--- src/rtl/seg7_pkg.sv ---
// Shared definitions for the 7-segment scan controller and its decoder.
// Contents: segment patterns SEG_0..SEG_9 and SEG_BLANK ({a,b,c,d,e,f,g}, bit6 = a, 1 = lit),
// and the scan state type.
// Optional feature macro used by seg7_scan_ctrl: SEG7_LEADING_ZERO_BLANK_EN.
package seg7_pkg;

   localparam logic [6:0] SEG_0     = 7'b1111110;
   localparam logic [6:0] SEG_1     = 7'b0110000;
   localparam logic [6:0] SEG_2     = 7'b1101101;
   localparam logic [6:0] SEG_3     = 7'b1111001;
   localparam logic [6:0] SEG_4     = 7'b0110011;
   localparam logic [6:0] SEG_5     = 7'b1011011;
   localparam logic [6:0] SEG_6     = 7'b1011111;
   localparam logic [6:0] SEG_7     = 7'b1110000;
   localparam logic [6:0] SEG_8     = 7'b1111111;
   localparam logic [6:0] SEG_9     = 7'b1111011;
   localparam logic [6:0] SEG_BLANK = 7'b0000000;

   typedef enum logic {
      BLANK,
      DRIVE
   } scan_state_e;

endpackage

--- src/rtl/seg7_decode.sv ---
// Combinational BCD to 7-segment decoder; values 10-15 decode to all segments dark.
// Ports:
//   digit_i  4-bit digit value
//   seg_o    segments {a,b,c,d,e,f,g}, bit6 = a, 1 = lit
module seg7_decode
   import seg7_pkg::*;
(
   input  logic [3:0] digit_i,
   output logic [6:0] seg_o
);

   always_comb begin
      seg_o = SEG_BLANK;
      case (digit_i)
         4'd0:    seg_o = SEG_0;
         4'd1:    seg_o = SEG_1;
         4'd2:    seg_o = SEG_2;
         4'd3:    seg_o = SEG_3;
         4'd4:    seg_o = SEG_4;
         4'd5:    seg_o = SEG_5;
         4'd6:    seg_o = SEG_6;
         4'd7:    seg_o = SEG_7;
         4'd8:    seg_o = SEG_8;
         4'd9:    seg_o = SEG_9;
         default: seg_o = SEG_BLANK;
      endcase
   end

endmodule

--- src/rtl/seg7_scan_ctrl.sv ---
// Time-multiplexed scan controller for NUM_DIGITS common-select 7-segment digits sharing one
// seg/dp bus. A per-digit value/dp buffer is written through a valid/ready port; each digit is
// visited as a BLANK dwell (all dark, anti-ghosting) followed by a DRIVE dwell.
// Optional feature macro: SEG7_LEADING_ZERO_BLANK_EN (suppress leading zeros, digit 0 excepted).
// Ports:
//   clk, rst_n          clock; asynchronous active-low reset
//   scan_en             1 = scanning, 0 = display dark and sequencer parked in BLANK
//   wr_valid/wr_ready   write handshake; wr_idx/wr_val/wr_dp give target digit, value, dp
//   seg, dp, an         registered segment bus, decimal point, one-hot digit select
module seg7_scan_ctrl
   import seg7_pkg::*;
#(
   parameter int unsigned NUM_DIGITS   = 4,
   parameter int unsigned IDX_W        = $clog2(NUM_DIGITS),
   parameter int unsigned DWELL_CYCLES = 12000,
   parameter int unsigned BLANK_CYCLES = 120
) (
   input  logic                  clk,
   input  logic                  rst_n,
   input  logic                  scan_en,
   input  logic                  wr_valid,
   output logic                  wr_ready,
   input  logic [IDX_W-1:0]      wr_idx,
   input  logic [3:0]            wr_val,
   input  logic                  wr_dp,
   output logic [6:0]            seg,
   output logic                  dp,
   output logic [NUM_DIGITS-1:0] an
);

   localparam int unsigned MaxCycles = (DWELL_CYCLES > BLANK_CYCLES) ? DWELL_CYCLES
                                                                    : BLANK_CYCLES;
   localparam int unsigned CntW      = $clog2(MaxCycles + 1);

   scan_state_e           state_q, state_d;
   logic [CntW-1:0]       cnt_q, cnt_d;
   logic [IDX_W-1:0]      scan_idx_q, scan_idx_d;
   logic [3:0]            buf_val_q [NUM_DIGITS];
   logic [3:0]            buf_val_d [NUM_DIGITS];
   logic [NUM_DIGITS-1:0] buf_dp_q, buf_dp_d;
   logic [6:0]            seg_q, seg_d;
   logic                  dp_q, dp_d;
   logic [NUM_DIGITS-1:0] an_q, an_d;
   logic                  wr_ready_q;

   logic [3:0]            cur_val;
   logic [6:0]            cur_seg;
   logic                  suppress;

   assign cur_val = buf_val_q[scan_idx_q];

   seg7_decode u_decode (
      .digit_i (cur_val),
      .seg_o   (cur_seg)
   );

`ifdef SEG7_LEADING_ZERO_BLANK_EN
   // A zero is leading when no higher digit holds a visible 1-9.
   always_comb begin
      suppress = (cur_val == 4'd0) && (scan_idx_q != '0);
      for (int j = 0; j < NUM_DIGITS; j++) begin
         if ((IDX_W'(j) > scan_idx_q) && (buf_val_q[j] >= 4'd1) && (buf_val_q[j] <= 4'd9)) begin
            suppress = 1'b0;
         end
      end
   end
`else
   assign suppress = 1'b0;
`endif

   // Buffer write port; out-of-range indices match no entry and are dropped.
   always_comb begin
      buf_val_d = buf_val_q;
      buf_dp_d  = buf_dp_q;
      if (wr_valid && wr_ready_q) begin
         for (int i = 0; i < NUM_DIGITS; i++) begin
            if (wr_idx == IDX_W'(i)) begin
               buf_val_d[i] = wr_val;
               buf_dp_d[i]  = wr_dp;
            end
         end
      end
   end

   // Scan sequencer. Outputs are loaded from the old buffer contents on the DRIVE-entry edge,
   // so a same-edge write appears on the next visit.
   always_comb begin
      state_d    = state_q;
      cnt_d      = cnt_q + CntW'(1);
      scan_idx_d = scan_idx_q;
      an_d       = an_q;
      seg_d      = seg_q;
      dp_d       = dp_q;
      if (!scan_en) begin
         state_d = BLANK;
         cnt_d   = '0;
         an_d    = '0;
         seg_d   = SEG_BLANK;
         dp_d    = 1'b0;
      end else begin
         unique case (state_q)
            BLANK: begin
               if (cnt_q == CntW'(BLANK_CYCLES - 1)) begin
                  state_d = DRIVE;
                  cnt_d   = '0;
                  an_d    = NUM_DIGITS'(1) << scan_idx_q;
                  seg_d   = suppress ? SEG_BLANK : cur_seg;
                  dp_d    = buf_dp_q[scan_idx_q];
               end
            end
            DRIVE: begin
               if (cnt_q == CntW'(DWELL_CYCLES - 1)) begin
                  state_d    = BLANK;
                  cnt_d      = '0;
                  an_d       = '0;
                  seg_d      = SEG_BLANK;
                  dp_d       = 1'b0;
                  scan_idx_d = (scan_idx_q == IDX_W'(NUM_DIGITS - 1)) ? '0
                                                                      : scan_idx_q + IDX_W'(1);
               end
            end
            default: begin
               state_d = BLANK;
               cnt_d   = '0;
            end
         endcase
      end
   end

   always_ff @(posedge clk or negedge rst_n) begin
      if (!rst_n) begin
         state_q    <= BLANK;
         cnt_q      <= '0;
         scan_idx_q <= '0;
         buf_val_q  <= '{default: '0};
         buf_dp_q   <= '0;
         seg_q      <= SEG_BLANK;
         dp_q       <= 1'b0;
         an_q       <= '0;
         wr_ready_q <= 1'b0;
      end else begin
         state_q    <= state_d;
         cnt_q      <= cnt_d;
         scan_idx_q <= scan_idx_d;
         buf_val_q  <= buf_val_d;
         buf_dp_q   <= buf_dp_d;
         seg_q      <= seg_d;
         dp_q       <= dp_d;
         an_q       <= an_d;
         wr_ready_q <= 1'b1;
      end
   end

   assign seg      = seg_q;
   assign dp       = dp_q;
   assign an       = an_q;
   assign wr_ready = wr_ready_q;

endmodule

--- config.mk ---
export PLATFORM = sky130hd
export DESIGN_NAME = seg7_scan_ctrl
export DESIGN_NICKNAME = d
export VERILOG_FILES = /design/src/rtl/seg7_pkg.sv /design/src/rtl/seg7_decode.sv /design/src/rtl/seg7_scan_ctrl.sv
export SDC_FILE = /design/constraint.sdc
export NUM_CORES = 1
export LEC_CHECK = 0
export CAP_MARGIN = 25
export CORE_MARGIN = 2
export CORE_UTILIZATION = 65
export CTS_CLUSTER_DIAMETER = 40
export DETAILED_ROUTE_END_ITERATION = 7
export DONT_BUFFER_PORTS = 1
export PLACE_DENSITY = 0.81
export SLEW_MARGIN = 20
export SYNTH_ARGS = -nofsm -noshare
export SYNTH_HDL_FRONTEND = slang
export SYNTH_SLANG_ARGS = --single-unit
--- constraint.sdc ---
create_clock -name clk -period 3.3 [get_ports clk]
set_input_delay 0.66 -clock clk [delete_from_list [all_inputs] [get_ports clk]]
set_output_delay 0.66 -clock clk [all_outputs]
set_load 0.05 [all_outputs]
## After elaboration in Yosys (flattened, before gate mapping)

Memories as Yosys holds them, arrays and structs flattened.
Index checks and enable logic that the tools add are counted.

| operators by class | value |
|---|---|
| reduce and logical (&&, ||, !) cells | 8 |
| mux-type cells | 26 |
| shift operators | 1 |
| $add $sub $neg | 2 |
| $lt $le $gt $ge | 2 |
| eq/ne operators | 8 |
| bitwise logic cells | 2 |

Operator list:

| kind | number |
|---|---|
| $mux 14 | 3 |
| $pmux 14 s2 | 1 |
| $mux 7 | 3 |
| $mux 4 | 5 |
| $add 14x1->14 const B | 1 |
| $eq 14x14->1 const B | 1 |
| $eq 14x7->1 const B | 1 |
| $pmux 7 s2 | 1 |
| $reduce_and 2->1 | 5 |
| $bmux 4 s2 | 1 |
| $pmux 4 s2 | 1 |
| $mux 1 | 7 |
| $eq 2x2->1 const B | 3 |
| $pmux 1 s2 | 2 |
| $shl 1x2->4 const A | 1 |
| $ge 3x3->1 const B | 1 |
| $lt 2x3->1 const B | 1 |
| $ne 3x2->1 const B | 1 |
| $ne 3x3->1 const B | 1 |
| $not 2->3 | 1 |
| $reduce_and 3->1 | 1 |
| $add 2x1->2 const B | 1 |
| $bmux 1 s2 | 1 |
| $eq 2x1->1 const B | 1 |
| 4 further kinds | 4 |

| storage, ports and cells | value |
|---|---|
| input port bits | 11 |
| register bits after elaboration | 50 |
| memories | 1 |
| ROM bits | 112 |
| output and inout bits | 13 |
| logic and storage cells | 65 |

Memories:

| memory | words | bits a word | rd ports | clocked after memory_dff | write ports | line | RTL |
|---|---|---|---|---|---|---|---|
| (name not given) | 16 | 7 | 1 | 0 | 0 | seg7_decode.sv:14 | `case (digit_i)` |

## Longest topological paths before layout

Gate-level depths: netlist of run 1.
An unclocked memory read counts as a cell.

| depth | value |
|---|---|
| word-level depth | 8 |
| gate-level depth with buffers | 7 |
| gate-level depth less buffers | 6 |

## By module

From an unflattened synthesis of run 1, not the netlist that was laid out.

| second synthesis, totals | value |
|---|---|
| cell total of the unflattened synthesis | 234 |
| area, all modules | 2615.0 sq um |

By module, submodules not included:

| module | area each (sq um) | instances | sequential area each (sq um) | cells each |
|---|---|---|---|---|
| seg7_scan_ctrl | 2396.0 | 1 | 1251.2 | 206 |
| seg7_decode | 219.0 | 1 | 0.0 | 28 |

## Worst setup path after synthesis of run 1

Ideal clock, no wire load.

| timing path | value |
|---|---|
| path kind | flip-flop to flip-flop |
| from | register cnt_q[7] |
| to | register cnt_q[10] |
| period minus slack after synthesis | 1.951 ns |
| arrival | 1.833 ns |
| required time | 3.181 ns |
| stages on the path, launching flop included | 7 |
| setup slack | 1.349 ns |
| buffers on the path | 2 |
| library setup time | 0.119 ns |
| cell sequence | dfrtp_1 > or4b_4 > o41ai_4 > or2_1 > buf_6 > buf_6 > nor2_1 |

| between the ends | value |
|---|---|
| longest elaborated chain between the ends | 4 |
| elaborated cells on any way between the ends | 7 |
| classes of those cells | 1 x add/sub; 2 x eq/ne; 4 x mux |

RTL lines:

| item | line | RTL |
|---|---|---|
| start: declaration | seg7_scan_ctrl.sv:36 | `logic [CntW-1:0] cnt_q, cnt_d;` |
| start signal: assignment | seg7_scan_ctrl.sv:143 | `cnt_q <= cnt_d;` |
| $add 14x1->14 (tied with other cells) | seg7_scan_ctrl.sv:89 | `cnt_d = cnt_q + CntW'(1);` |
| $mux 14 (on tied branches) | seg7_scan_ctrl.sv:112, seg7_scan_ctrl.sv:103 |  |
| $pmux 14 s2 (*) | seg7_scan_ctrl.sv:101 | `unique case (state_q)` |
| $mux 14 (*) | seg7_scan_ctrl.sv:94 | `if (!scan_en) begin` |
| named net cnt_d[10] | seg7_scan_ctrl.sv:36 |  |

Mark *: on every way through the listed nets, which the timed path passes. The rest lies on a longest branch.
A chain may end at the register's enable or synchronous reset.

## Worst setup path after layout of run 1

| timing path | value |
|---|---|
| from | register cnt_q[0] |
| to | register an_q[3] (netlist: an[3]) |

| between the ends | value |
|---|---|
| longest elaborated chain between the ends | 3 |
| elaborated cells on any way between the ends | 5 |
| classes of those cells | 4 x eq/ne; 1 x reduce/logical |

RTL lines:

| item | line | RTL |
|---|---|---|
| $eq 14x7->1 / $eq 14x14->1 (equally long branches) | seg7_scan_ctrl.sv:103, seg7_scan_ctrl.sv:112 |  |
| $ne 3x3->1 (no line) / $ne 3x2->1 (equally long branches) | - |  |
| $reduce_and 2->1 (no line) (*) | - |  |
| end signal: assignment | seg7_scan_ctrl.sv:149 | `an_q <= an_d;` |
| end: declaration | seg7_scan_ctrl.sv:43 | `logic [NUM_DIGITS-1:0] an_q, an_d;` |

Every way passes the cells marked *; elsewhere a longest branch is shown, timed or not.

==> results of run 1 <==
sequential cells by signal, indices dropped and copies added (netlist names):
| name | cells |
|---|---|
| state_q | 1 |
| cnt_q | 14 |
| wr_ready | 1 |
| scan_idx_q | 2 |
| buf_val_q | 16 |
| buf_dp_q | 4 |
| seg | 7 |
| an | 4 |
| dp | 1 |
layout by cell type, fill, tap and decap left out, types with 4 or more instances in the layout:
master	count
sky130_fd_sc_hd__a21oi_1	5
sky130_fd_sc_hd__clkbuf_8	6
sky130_fd_sc_hd__dfrtp_1	50
sky130_fd_sc_hd__ha_1	11
sky130_fd_sc_hd__inv_1	14
sky130_fd_sc_hd__mux2_2	22
sky130_fd_sc_hd__mux2i_1	5
sky130_fd_sc_hd__mux4_2	5
sky130_fd_sc_hd__nand2_1	12
sky130_fd_sc_hd__nand3_1	5
sky130_fd_sc_hd__nand4_1	4
sky130_fd_sc_hd__nor2_1	21
sky130_fd_sc_hd__nor3_1	6
sky130_fd_sc_hd__nor3b_1	4
sky130_fd_sc_hd__o2bb2ai_1	6
sky130_fd_sc_hd__xnor2_1	11
power by group through the flow:
stage | sequential (mW) | clock [mW] | combinational [mW]
6_report | 0.815 | 0.454 | 0.220
5_1_grt | 0.826 | 0.492 | 0.242
4_1_cts | 0.817 | 0.468 | 0.218
3_5_place_dp | 0.828 | 0 | 0.217
3_3_place_gp | 0.819 | 0 | 0.204
2_1_floorplan | 0.809 | 0 | 0.187
layer usage:
layer / up-vias / part of all wire [%]
li1: 758 / -
met1: 813 / 43
met2: 47 / 51
met3: 4 / 5.6
met4: 0 / 1.1
met5: - / 0
worst reg2reg max path, delay by kind of cell, from the launching register on:
family,cells,cell delay (ns)
adder cells (fa/ha/maj),1,0.21
flip-flops,1,0.43
multiplexers,1,0.28
AND/OR/NAND/NOR,3,1.50
final cells by class:
cell class / instances / area (sq um)
clock buffer: 6 / 82.58
clock inverter: 2 / 38.79
fill: 265 / 1037
inverter: 14 / 52.55
multi-input combinational: 146 / 1194
sequential: 50 / 1251
tap: 48 / 60.06
logic make-up (layout without fill, tap and decap cells):
logic type      count (synthesis)  count (layout)  share of synthesized area [%]
compound gates                 19              19                          6.352
simple gates                   71              71                          14.77
buf+inv                        21              22                          3.791
xor+xnor                       12              12                          4.136
flops                          50              50                          49.24
mux                            32              32                          16.15
fa+ha+maj                      11              11                          5.416
other cells                     1               1                         0.1476
per-stage QoR:
stage	power [mW]	utilization, %	hold slack (ns)
2_1_floorplan	0.9960	-	0.3644
3_3_place_gp	1.023	68.82	0.3656
3_5_place_dp	1.045	68.82	0.3656
4_1_cts	1.503	72.09	0.01719
5_1_grt	1.560	72.09	0.006547
6_report	1.489	72.09	0.03044
path summary, 6_finish.rpt:
| kind | from | endpoint | slack [ns] | cells after the start |
|---|---|---|---|---|
| max in group asynchronous | rst_n | cnt_q[3] | 3.18 | 0 |
| min in group clk | scan_en | cnt_q[4] | 0.49 | 2 |
| min | rst_n | seg[6] | 0.03 | 0 |
| min reg2reg | buf_val_q[5] | buf_val_q[5] | 0.51 | 1 |
| max reg2reg | cnt_q[0] | an[3] | 0.79 | 5 |
| max | cnt_q[0] | an[3] | 0.79 | 5 |
==> flow_metrics.tcl, run 1 <==
set metrics [dict create \
    synthTopCellsByArea "sky130_fd_sc_hd__dfrtp_1, sky130_fd_sc_hd__mux2_2, sky130_fd_sc_hd__ha_1" \
    clk_root_buffer_cell "sky130_fd_sc_hd__clkbuf_8" \
    share_comb_of_total_power_pct 14.8 \
    grt_pass1_vias 1717 \
    cp_max_fo 18 \
    via_per_inst 6.098 \
    power.switching_mw 0.4314 \
    grt_first_pass_wirelength_um 7872 \
    syn_nets 239 \
    initial_utilization_pct 68.38 \
    antenna_found_initial 0 \
    detail_route.wirelength_um 4597 \
    clk_latency_ns 0.31 \
    die_y_extent_um 66.53 \
    groute.layer.met1.usage_pct 30.43 \
    path_class_of_the_lowest_slack_min_delay_path "in -> async" \
    stdcell_area_sq_um 2679 \
    critical_path.n_buffers_inverters 0 \
    drt-pass1-iter-count 4 \
    vdd_drop_max_v 0.0003435 \
    groute.usage.overall_pct 24.80 \
    critical-path-slowest-cell "sky130_fd_sc_hd__nor4_1" \
    die_area_sq_um 4426 \
    synth_top_cell_by_area "sky130_fd_sc_hd__dfrtp_1" \
    p_leak_nw 1.145 \
    std_cell_rows 22 \
    post_cts_resized 0 \
    detailroute.via_count 1622 \
    timing.critical_path.cells "ha_1 -> nand3_1 -> nor4_1 -> or2_1 -> mux2i_1" \
    diodes 0 \
    stdcell_count 266 \
    finalMaxSlewViolations 0 \
    unrepaired_setup_endpoints_after_global_routing "false" \
    power.share.clock_pct 30.5 \
    max_clock_freq_mhz 398.7 \
    drcViolationCount 0 \
    ys_seq_area_share_pct 49.24 \
    max_slew.worst_pin.slew_ns 0.8367 \
    synth_cell_types 40 \
    drtAntennaViolNets 0 \
    gp_congestion 0.8709 \
    cts.clk_slew.worst_paths_ns 0.10 \
    die_w_um 66.53 \
    cts.sinks 50 \
    worst_setup_path_end_kind "register" \
    power.sequential.fraction_pct 54.7 \
    postSynthCellCount 217 \
    timing.critical_path.arrival_ns 2.73 \
    tritoncts "done" \
    syn_avg_cell_area_sq_um 11.71 \
    dominantRegCellSynth "sky130_fd_sc_hd__dfrtp_1" \
    wire_per_inst_um 17.28 \
    cts.repair_timing.setup_buffer_count 0 \
    hold_buffers 0 \
    synth_most_common_cell "sky130_fd_sc_hd__dfrtp_1" \
    portBuffers 0 \
    grt_start_max_net_pins 51 \
    place_ws_ns 0.8145 \
    area_fraction_of_the_dominant_cell_type_after_synthesis_pct 49.24 \
    tritoncts.num_buffers 5 \
    dp.cells 258 \
    setup_viol 0 \
    layout.nets 239 \
    timing.setup.critical_path_class "reg -> reg" \
    netlist_top_cells_count "sky130_fd_sc_hd__dfrtp_1, sky130_fd_sc_hd__mux2_2, sky130_fd_sc_hd__nor2_1" \
    endpoints_failing_hold 0 \
    netSwitchingFraction_pct 28.97 \
    grt_util_met2_pct 41.38 \
    cp.required_ns 3.52 \
    placed_area_sq_um 2557 \
    clockBufferDepth 2 \
    drive_gt1_share_pct 18.35 \
    grt.overflow.total 0 \
    critical_path_startpoint_category "register" \
    tns_ns 0 \
    htree_levels 2 \
    dp_hpwl_um 3347 \
    timing.max_slew.rel_slack_pct 43.79 \
    cp_slowest_stage_delay_ns 0.67 \
    num_io_pins 24 \
    maxCapViolations 0 \
    count_of_flip_flops_with_a_built_in_enable_after_synthesis 0 \
    worst_clock_skew_ns 0.01052 \
    synth_area_sq_um 2541 \
    yosys_register_bits 50 \
    powerDensity_nw_per_um2 556.0 \
    final_critical_path_setup_slack_ns 0.7919 \
    area_growth_from_synthesis_to_layout_pct 5.416 \
    outcome "finished clean" \
    p_int_mw 1.058 \
    grt_use_met3_pct 8.108 \
    async_reset_ff_share_pct 100.0 \
    fin_crit_ns 2.508 \
    drt-initial-drc-count 133 \
    cp_top_family "simple AND/OR/NAND/NOR gates" \
    grt-busiest-layer "met2" \
    core-area_sq_um 3716 \
    ys.warnings.count 0 \
    finalCritPeriodShare_pct 76.00 \
]
No activity file was read; power rests on OpenSTA's default activity.
==> run 2: changes to the inputs <==
--- a/config.mk
+++ b/config.mk
@@ -7,11 +7,11 @@
 export LEC_CHECK = 0
 export CAP_MARGIN = 25
 export CORE_MARGIN = 2
-export CORE_UTILIZATION = 65
+export CORE_UTILIZATION = 63
 export CTS_CLUSTER_DIAMETER = 40
 export DETAILED_ROUTE_END_ITERATION = 7
 export DONT_BUFFER_PORTS = 1
-export PLACE_DENSITY = 0.81
+export PLACE_DENSITY = 0.79
 export SLEW_MARGIN = 20
 export SYNTH_ARGS = -nofsm -noshare
 export SYNTH_HDL_FRONTEND = slang
==> constraint.sdc (replaced) <==
create_clock -name clk -period 2.65 [get_ports clk]
set_input_delay 0.53 -clock clk [delete_from_list [all_inputs] [get_ports clk]]
set_output_delay 0.53 -clock clk [all_outputs]
set_load 0.05 [all_outputs]
==> run 2 against run 1 <==
First-iteration DRC count decreased by 21%. Global-route usage down 0.69 points. Wire length up 1.4%. Critical endpoint is now dp. Combinational power is 31% higher. Largest power group unchanged. Register-to-register slack worse by 0.34 ns. Via count down 0.31%.
==> flow_metrics.tcl, run 2 (synthesis results as in run 1) <==
set metrics [dict create \
    timing.critical_path.arrival_ns 2.42 \
    layout.nets 243 \
    max_slew.worst_pin.slew_ns 0.5820 \
    gp_congestion 0.8568 \
    detailroute.via_count 1617 \
    std_cell_rows 23 \
    grt_start_max_net_pins 51 \
    setup_viol 0 \
    area_growth_from_synthesis_to_layout_pct 6.992 \
    placed_area_sq_um 2582 \
    worst_setup_path_end_kind "register" \
    finalCritPeriodShare_pct 83.06 \
    die_w_um 67.51 \
    antenna_found_initial 0 \
    tns_ns 0 \
    reg2reg_from "cnt_q[7]" \
    powerDensity_nw_per_um2 671.6 \
    crit_path_end "dp" \
    layout.cells.most_common "sky130_fd_sc_hd__dfrtp_1" \
    power.switching_mw 0.5374 \
    vdd_drop_max_v 0.0005750 \
    die_area_sq_um 4558 \
    layout.core_utilization_pct 68.96 \
    outcome "finished clean" \
    cp_top_family "simple AND/OR/NAND/NOR gates" \
    finalMaxSlewViolations 0 \
    p_leak_nw 1.169 \
    unrepaired_setup_endpoints_after_global_routing "false" \
    drt-pass1-iter-count 4 \
    timing.reg2reg.worst_path_depth 5 \
    drt-initial-drc-count 105 \
    wire_per_inst_um 17.14 \
    maxCapViolations 0 \
    cts.repair_timing.setup_buffer_count 0 \
    grt_pass1_vias 1689 \
    htree_levels 2 \
    num_io_pins 24 \
    portBuffers 0 \
    tritoncts "done" \
    groute.usage.overall_pct 24.11 \
    diodes 0 \
    clk_root_buffer_cell "sky130_fd_sc_hd__clkbuf_8" \
    clk_latency_ns 0.30 \
    max_clock_freq_mhz 454.3 \
    stdcell_area_sq_um 2719 \
    timing.setup.critical_path_class "reg -> reg" \
    critical-path-slowest-cell "sky130_fd_sc_hd__or4b_4" \
    timing.max_slew.rel_slack_pct 61.12 \
    dp_hpwl_um 3568 \
    crit-reg2reg-capture "dp" \
    initial_utilization_pct 64.46 \
    r2r_slack_ns 0.45 \
    drive_gt1_share_pct 19.82 \
    tritoncts.num_buffers 5 \
    core-area_sq_um 3943 \
    worst_clock_skew_ns 0.002592 \
    p_int_mw 1.288 \
    top_reg_by_flops "buf_val_q" \
    die_y_extent_um 67.51 \
    critical_path_startpoint_category "register" \
    cp_slowest_stage_delay_ns 0.58 \
    drtAntennaViolNets 0 \
    startpoint "cnt_q[7]" \
    power.sequential.fraction_pct 55.5 \
    drcViolationCount 0 \
    cts.sinks 50 \
    fin_hold_ws_ns 0.05942 \
    grt.overflow.total 0 \
    clockBufferDepth 2 \
    post_cts_resized 0 \
    share_comb_of_total_power_pct 15.8 \
    timing.critical_path.cells "or4b_4 -> o41ai_4 -> or2_1 -> buf_4 -> mux2i_1" \
    fin_crit_ns 2.201 \
    cp.required_ns 2.87 \
    critical_path.n_buffers_inverters 1 \
    layout_common_cells "sky130_fd_sc_hd__dfrtp_1, sky130_fd_sc_hd__mux2_2, sky130_fd_sc_hd__nor2_1" \
    detail_route.wirelength_um 4663 \
    cp_max_fo 17 \
    via_per_inst 5.945 \
    largest_register_ff_count 16 \
    grt_first_pass_wirelength_um 7907 \
    netSwitchingFraction_pct 29.43 \
    cts.clk_slew.worst_paths_ns 0.09 \
    endpoints_failing_hold 0 \
    power.share.clock_pct 28.6 \
    layout.filler_cells 283 \
    timing.critical_path.depth 5 \
    path_class_of_the_lowest_slack_min_delay_path "in -> async" \
]
==> run 2: cell count changes in the layout (fill, tap and decap cells not counted), sizes merged <==
cell	previous run	this run
buf	0	4
clkinv	0	2
clkbuf	6	5
inv	15	14
==> run 2: final cells by class <==
| type | count | area [sq um] | share of cell area (%) |
|---|---|---|---|
| Clock buffer | 5 | 68.82 | 2.531 |
| Clock inverter | 3 | 40.04 | 1.473 |
| Inverter | 14 | 52.55 | 1.933 |
| Multi-Input combinational cell | 146 | 1194 | 43.90 |
| Sequential cell | 50 | 1251 | 46.02 |
| Tap cell | 50 | 62.56 | 2.301 |
| Timing Repair Buffer | 4 | 50.05 | 1.841 |
==> run 2: power groups by stage <==
stage                     Sequential, mW  Clock (mW)  Combinational (mW)
after CTS                           1.01       0.534               0.293
after global routing                1.03       0.566               0.328
after global placement              1.03           0               0.256
after floorplan                     1.01           0               0.233
after detailed placement            1.03           0               0.273
final                               1.01       0.523               0.289
==> run 2: worst min-delay path by stage <==
| stage | slack [ns] | end |
|---|---|---|
| final | 0.06 | cnt_q[13] |
| after global routing | 0.06 | cnt_q[8] |
| after CTS | 0.07 | cnt_q[12] |
| after detailed placement | 0.24 | cnt_q[8] |
| after global placement | 0.24 | cnt_q[8] |
| after floorplan | 0.23 | an[0] |
==> run 2: what timing repair did <==
action,in CTS,in global routing
hold buffers,1,0
setup endpoints to repair,0,0
hold endpoints to repair,50,0
==> run 2: per-stage QoR <==
step / worst slack [ns] / power, mW / std cells
4_1_cts: 0.4485 / 1.842 / 272
5_1_grt: 0.3322 / 1.919 / 272
2_1_floorplan: 0.6986 / 1.240 / 217
6_report: 0.4489 / 1.826 / 272
3_3_place_gp: 0.5717 / 1.281 / 263
3_5_place_dp: 0.4541 / 1.303 / 263
==> run 2: layer usage <==
layer  track usage, %  up-vias  wire, um
li1                 -      762         -
met2            42.40       37      2518
met4            8.418        0        63
met5                0        -         0
met1            27.83      813      1846
met3            7.167        5       235
==> run 3: changes to the inputs <==
--- a/config.mk
+++ b/config.mk
@@ -5,13 +5,14 @@
 export SDC_FILE = /design/constraint.sdc
 export NUM_CORES = 1
 export LEC_CHECK = 0
+export ABC_AREA = 1
 export CAP_MARGIN = 25
 export CORE_MARGIN = 2
-export CORE_UTILIZATION = 63
+export CORE_UTILIZATION = 57
 export CTS_CLUSTER_DIAMETER = 40
 export DETAILED_ROUTE_END_ITERATION = 7
 export DONT_BUFFER_PORTS = 1
-export PLACE_DENSITY = 0.79
+export PLACE_DENSITY = 0.75
 export SLEW_MARGIN = 20
 export SYNTH_ARGS = -nofsm -noshare
 export SYNTH_HDL_FRONTEND = slang
==> constraint.sdc (replaced) <==
create_clock -name clk -period 1.92 [get_ports clk]
set_input_delay 0.384 -clock clk [delete_from_list [all_inputs] [get_ports clk]]
set_output_delay 0.384 -clock clk [all_outputs]
set_load 0.05 [all_outputs]
==> run 3 against run 2 <==
Sequential cell count is the same. Non-clock buffer count increased by 3. Power increased by 42%. Global-route usage down 1.5 points. Register-to-register slack worse by 0.27 ns. Fmax grew 26%. Worst hold slack better by 0.13 ns. Critical endpoint is now seg[6]. Highest routed layer unchanged. Synthesized cell count up 50%. Cell count increased by 42%. Sequential share of layout area decreased by 2.1 points. Largest power group unchanged.
==> flow_metrics.tcl, run 3 <==
set metrics [dict create \
    die_area_sq_um 5164 \
    timing.setup.critical_path_class "reg -> reg" \
    cp_slowest_stage_delay_ns 0.40 \
    layout.filler_cells 366 \
    holdPathEnd "state_q" \
    cts.clk_slew.worst_paths_ns 0.09 \
    layout_common_cells "sky130_fd_sc_hd__nand2_1, sky130_fd_sc_hd__dfrtp_1, sky130_fd_sc_hd__nand3_1, sky130_fd_sc_hd__nor2_1, sky130_fd_sc_hd__inv_1" \
    r2r_slack_ns 0.18 \
    hold_buffers 2 \
    netlist_top_cells_count "sky130_fd_sc_hd__nand2_1, sky130_fd_sc_hd__dfrtp_1, sky130_fd_sc_hd__nand3_1, sky130_fd_sc_hd__nor2_1, sky130_fd_sc_hd__inv_1" \
    synth_top_cell_by_area "sky130_fd_sc_hd__dfrtp_1" \
    count_of_flip_flops_with_a_built_in_enable_after_synthesis 0 \
    fin_crit_ns 1.741 \
    largest_register_ff_count 16 \
    layout.nets 356 \
    detailroute.via_count 2036 \
    dp_hpwl_um 3632 \
    max_slew.worst_pin.slew_ns 0.5615 \
    total_power_mw 2.585 \
    cpMostUsedCell "sky130_fd_sc_hd__nand2_1" \
    synth_most_common_cell "sky130_fd_sc_hd__nand2_1" \
    setup_viol 0 \
    drt-pass1-iter-count 4 \
    cp_top_family "simple AND/OR/NAND/NOR gates" \
    unrepaired_setup_endpoints_after_global_routing "false" \
    grt.overflow.total 0 \
    worst_clock_skew_ns 0.009309 \
    area_fraction_of_the_dominant_cell_type_after_synthesis_pct 47.66 \
    grt_pass1_vias 2012 \
    grt_first_pass_wirelength_um 9108 \
    std_cell_rows 24 \
    cts.sinks 50 \
    tritoncts.num_buffers 5 \
    cp.required_ns 2.12 \
    final_critical_path_setup_slack_ns 0.1794 \
    finalMaxSlewViolations 0 \
    timing.max_slew.rel_slack_pct 62.36 \
    max_clock_freq_mhz 574.5 \
    die_y_extent_um 71.86 \
    drt-initial-drc-count 194 \
    crit-reg2reg-capture "seg[6]" \
    syn_nets 347 \
    finalCritPeriodShare_pct 90.66 \
    drtAntennaViolNets 0 \
    timing.hold.worst_path_depth 2 \
    clockBufferDepth 2 \
    antenna_found_initial 0 \
    async_reset_ff_share_pct 100.0 \
    power.share.clock_pct 33.9 \
    path_class_of_the_lowest_slack_min_delay_path "in -> reg" \
    via_per_inst 5.261 \
    endpoints_failing_hold 0 \
    wire_per_inst_um 13.03 \
    critical_path.n_buffers_inverters 1 \
    detail_route.wirelength_um 5043 \
    timing.critical_path.cells "ha_1 -> nand3_2 -> nor2_1 -> nand3_1 -> nand3_4 -> inv_2 -> nand2_1 -> nand2_1" \
    place_ws_ns 0.2479 \
    diodes 0 \
    timing.reg2reg.worst_path_depth 8 \
    power.switching_mw 0.7628 \
    fin_hold_ws_ns 0.1925 \
    clk_latency_ns 0.31 \
    drive_gt1_share_pct 9.254 \
    tns_ns 0 \
    portBuffers 0 \
    worst_setup_path_end_kind "register" \
    vdd_drop_max_v 0.0004977 \
    drcViolationCount 0 \
    cts.repair_timing.setup_buffer_count 0 \
    synth_area_sq_um 2625 \
    share_comb_of_total_power_pct 13.5 \
    initial_utilization_pct 59.87 \
    core-area_sq_um 4384 \
    cp_max_fo 16 \
    post_cts_resized 0 \
    groute.usage.overall_pct 22.66 \
    maxCapViolations 0 \
    top_reg_by_flops "buf_val_q" \
    timing.critical_path.arrival_ns 1.94 \
    gp_congestion 0.8827 \
    critical_path_startpoint_category "register" \
    outcome "finished clean" \
    dominantRegCellSynth "sky130_fd_sc_hd__dfrtp_1" \
    grt_start_max_net_pins 51 \
    htree_levels 2 \
    powerDensity_nw_per_um2 906.8 \
    netSwitchingFraction_pct 29.51 \
    die_w_um 71.86 \
    ys.warnings.count 0 \
    p_int_mw 1.822 \
    ys_seq_area_share_pct 47.66 \
    syn_avg_cell_area_sq_um 8.077 \
    yosys_register_bits 50 \
    clk_root_buffer_cell "sky130_fd_sc_hd__clkbuf_8" \
    critical-path-slowest-cell "sky130_fd_sc_hd__dfrtp_1" \
    synth_cell_types 24 \
    area_growth_from_synthesis_to_layout_pct 8.579 \
    power.sequential.fraction_pct 52.6 \
    postSynthCellCount 325 \
    tritoncts "done" \
    reg2reg_from "cnt_q[0]" \
    p_leak_nw 1.442 \
    layout.cells.most_common "sky130_fd_sc_hd__nand2_1" \
    num_io_pins 24 \
    synthTopCellsByArea "sky130_fd_sc_hd__dfrtp_1, sky130_fd_sc_hd__nand2_1, sky130_fd_sc_hd__nand3_1" \
    hold_path.startpoint "scan_en" \
]
==> run 3: routing by layer <==
metal  global-route usage (%)  vias up  wire [um]
met5                        0        -          0
met4                    11.53        0        131
met3                    5.204       14        224
met2                    30.97       52       2071
met1                    33.64      922       2614
li1                         -     1048          -
==> run 3: per-stage QoR <==
| step | cells | instance area (sq um) | utilization (%) |
|---|---|---|---|
| global placement | 377 | 2675 | 61.02 |
| global route | 387 | 2850 | 65.01 |
| detailed placement | 377 | 2675 | 61.02 |
| CTS | 387 | 2850 | 65.01 |
| finish | 387 | 2850 | 65.01 |
| floorplan | 325 | 2625 | - |
==> run 3: cell type report <==
| class | instances | area, sq um | share of cell area, % |
|---|---|---|---|
| repair buffers | 7 | 75.07 | 2.634 |
| well taps | 52 | 65.06 | 2.283 |
| flip-flops and latches | 50 | 1251 | 43.90 |
| inverters | 34 | 127.6 | 4.478 |
| clock inverters | 3 | 68.82 | 2.414 |
| clock buffers | 5 | 68.82 | 2.414 |
| multi-input cells | 236 | 1194 | 41.88 |
==> run 3: worst reg2reg max path: cells and delay by family (launching register included) <==
family	cells	cell delay [ns]
fa+ha+maj	1	0.22
simple gates	6	0.86
flops	1	0.40
buf+inv	1	0.16
==> run 3: kinds of logic after synthesis <==
family,Yosys count,share of synthesized area (%)
AOI/OAI and AO/OA,29,6.006
and+or+nand+nor,186,31.08
DFF,50,47.66
xor gates and xnor gates,9,3.003
other,1,0.1429
adders and majority gates,11,5.243
buffers and inverters,39,6.864
==> run 3: worst max path at each step <==
stage                  start  cells past startpoint  endpoint
2_1_floorplan  scan_idx_q[0]                     11    seg[0]
4_1_cts             cnt_q[0]                      8    seg[6]
5_1_grt             cnt_q[0]                      8    seg[0]
3_3_place_gp        cnt_q[0]                      8     an[0]
6_report            cnt_q[0]                      8    seg[6]
3_5_place_dp        cnt_q[0]                      8    seg[6]
==> run 3: power groups by stage <==
stage          sequential (mW)  clock [mW]  combinational (mW)
2_1_floorplan             1.36           0               0.267
5_1_grt                   1.37       0.938               0.414
6_report                  1.36       0.877               0.348
3_5_place_dp              1.38           0               0.322
4_1_cts                   1.36       0.896               0.353
3_3_place_gp              1.38           0               0.311
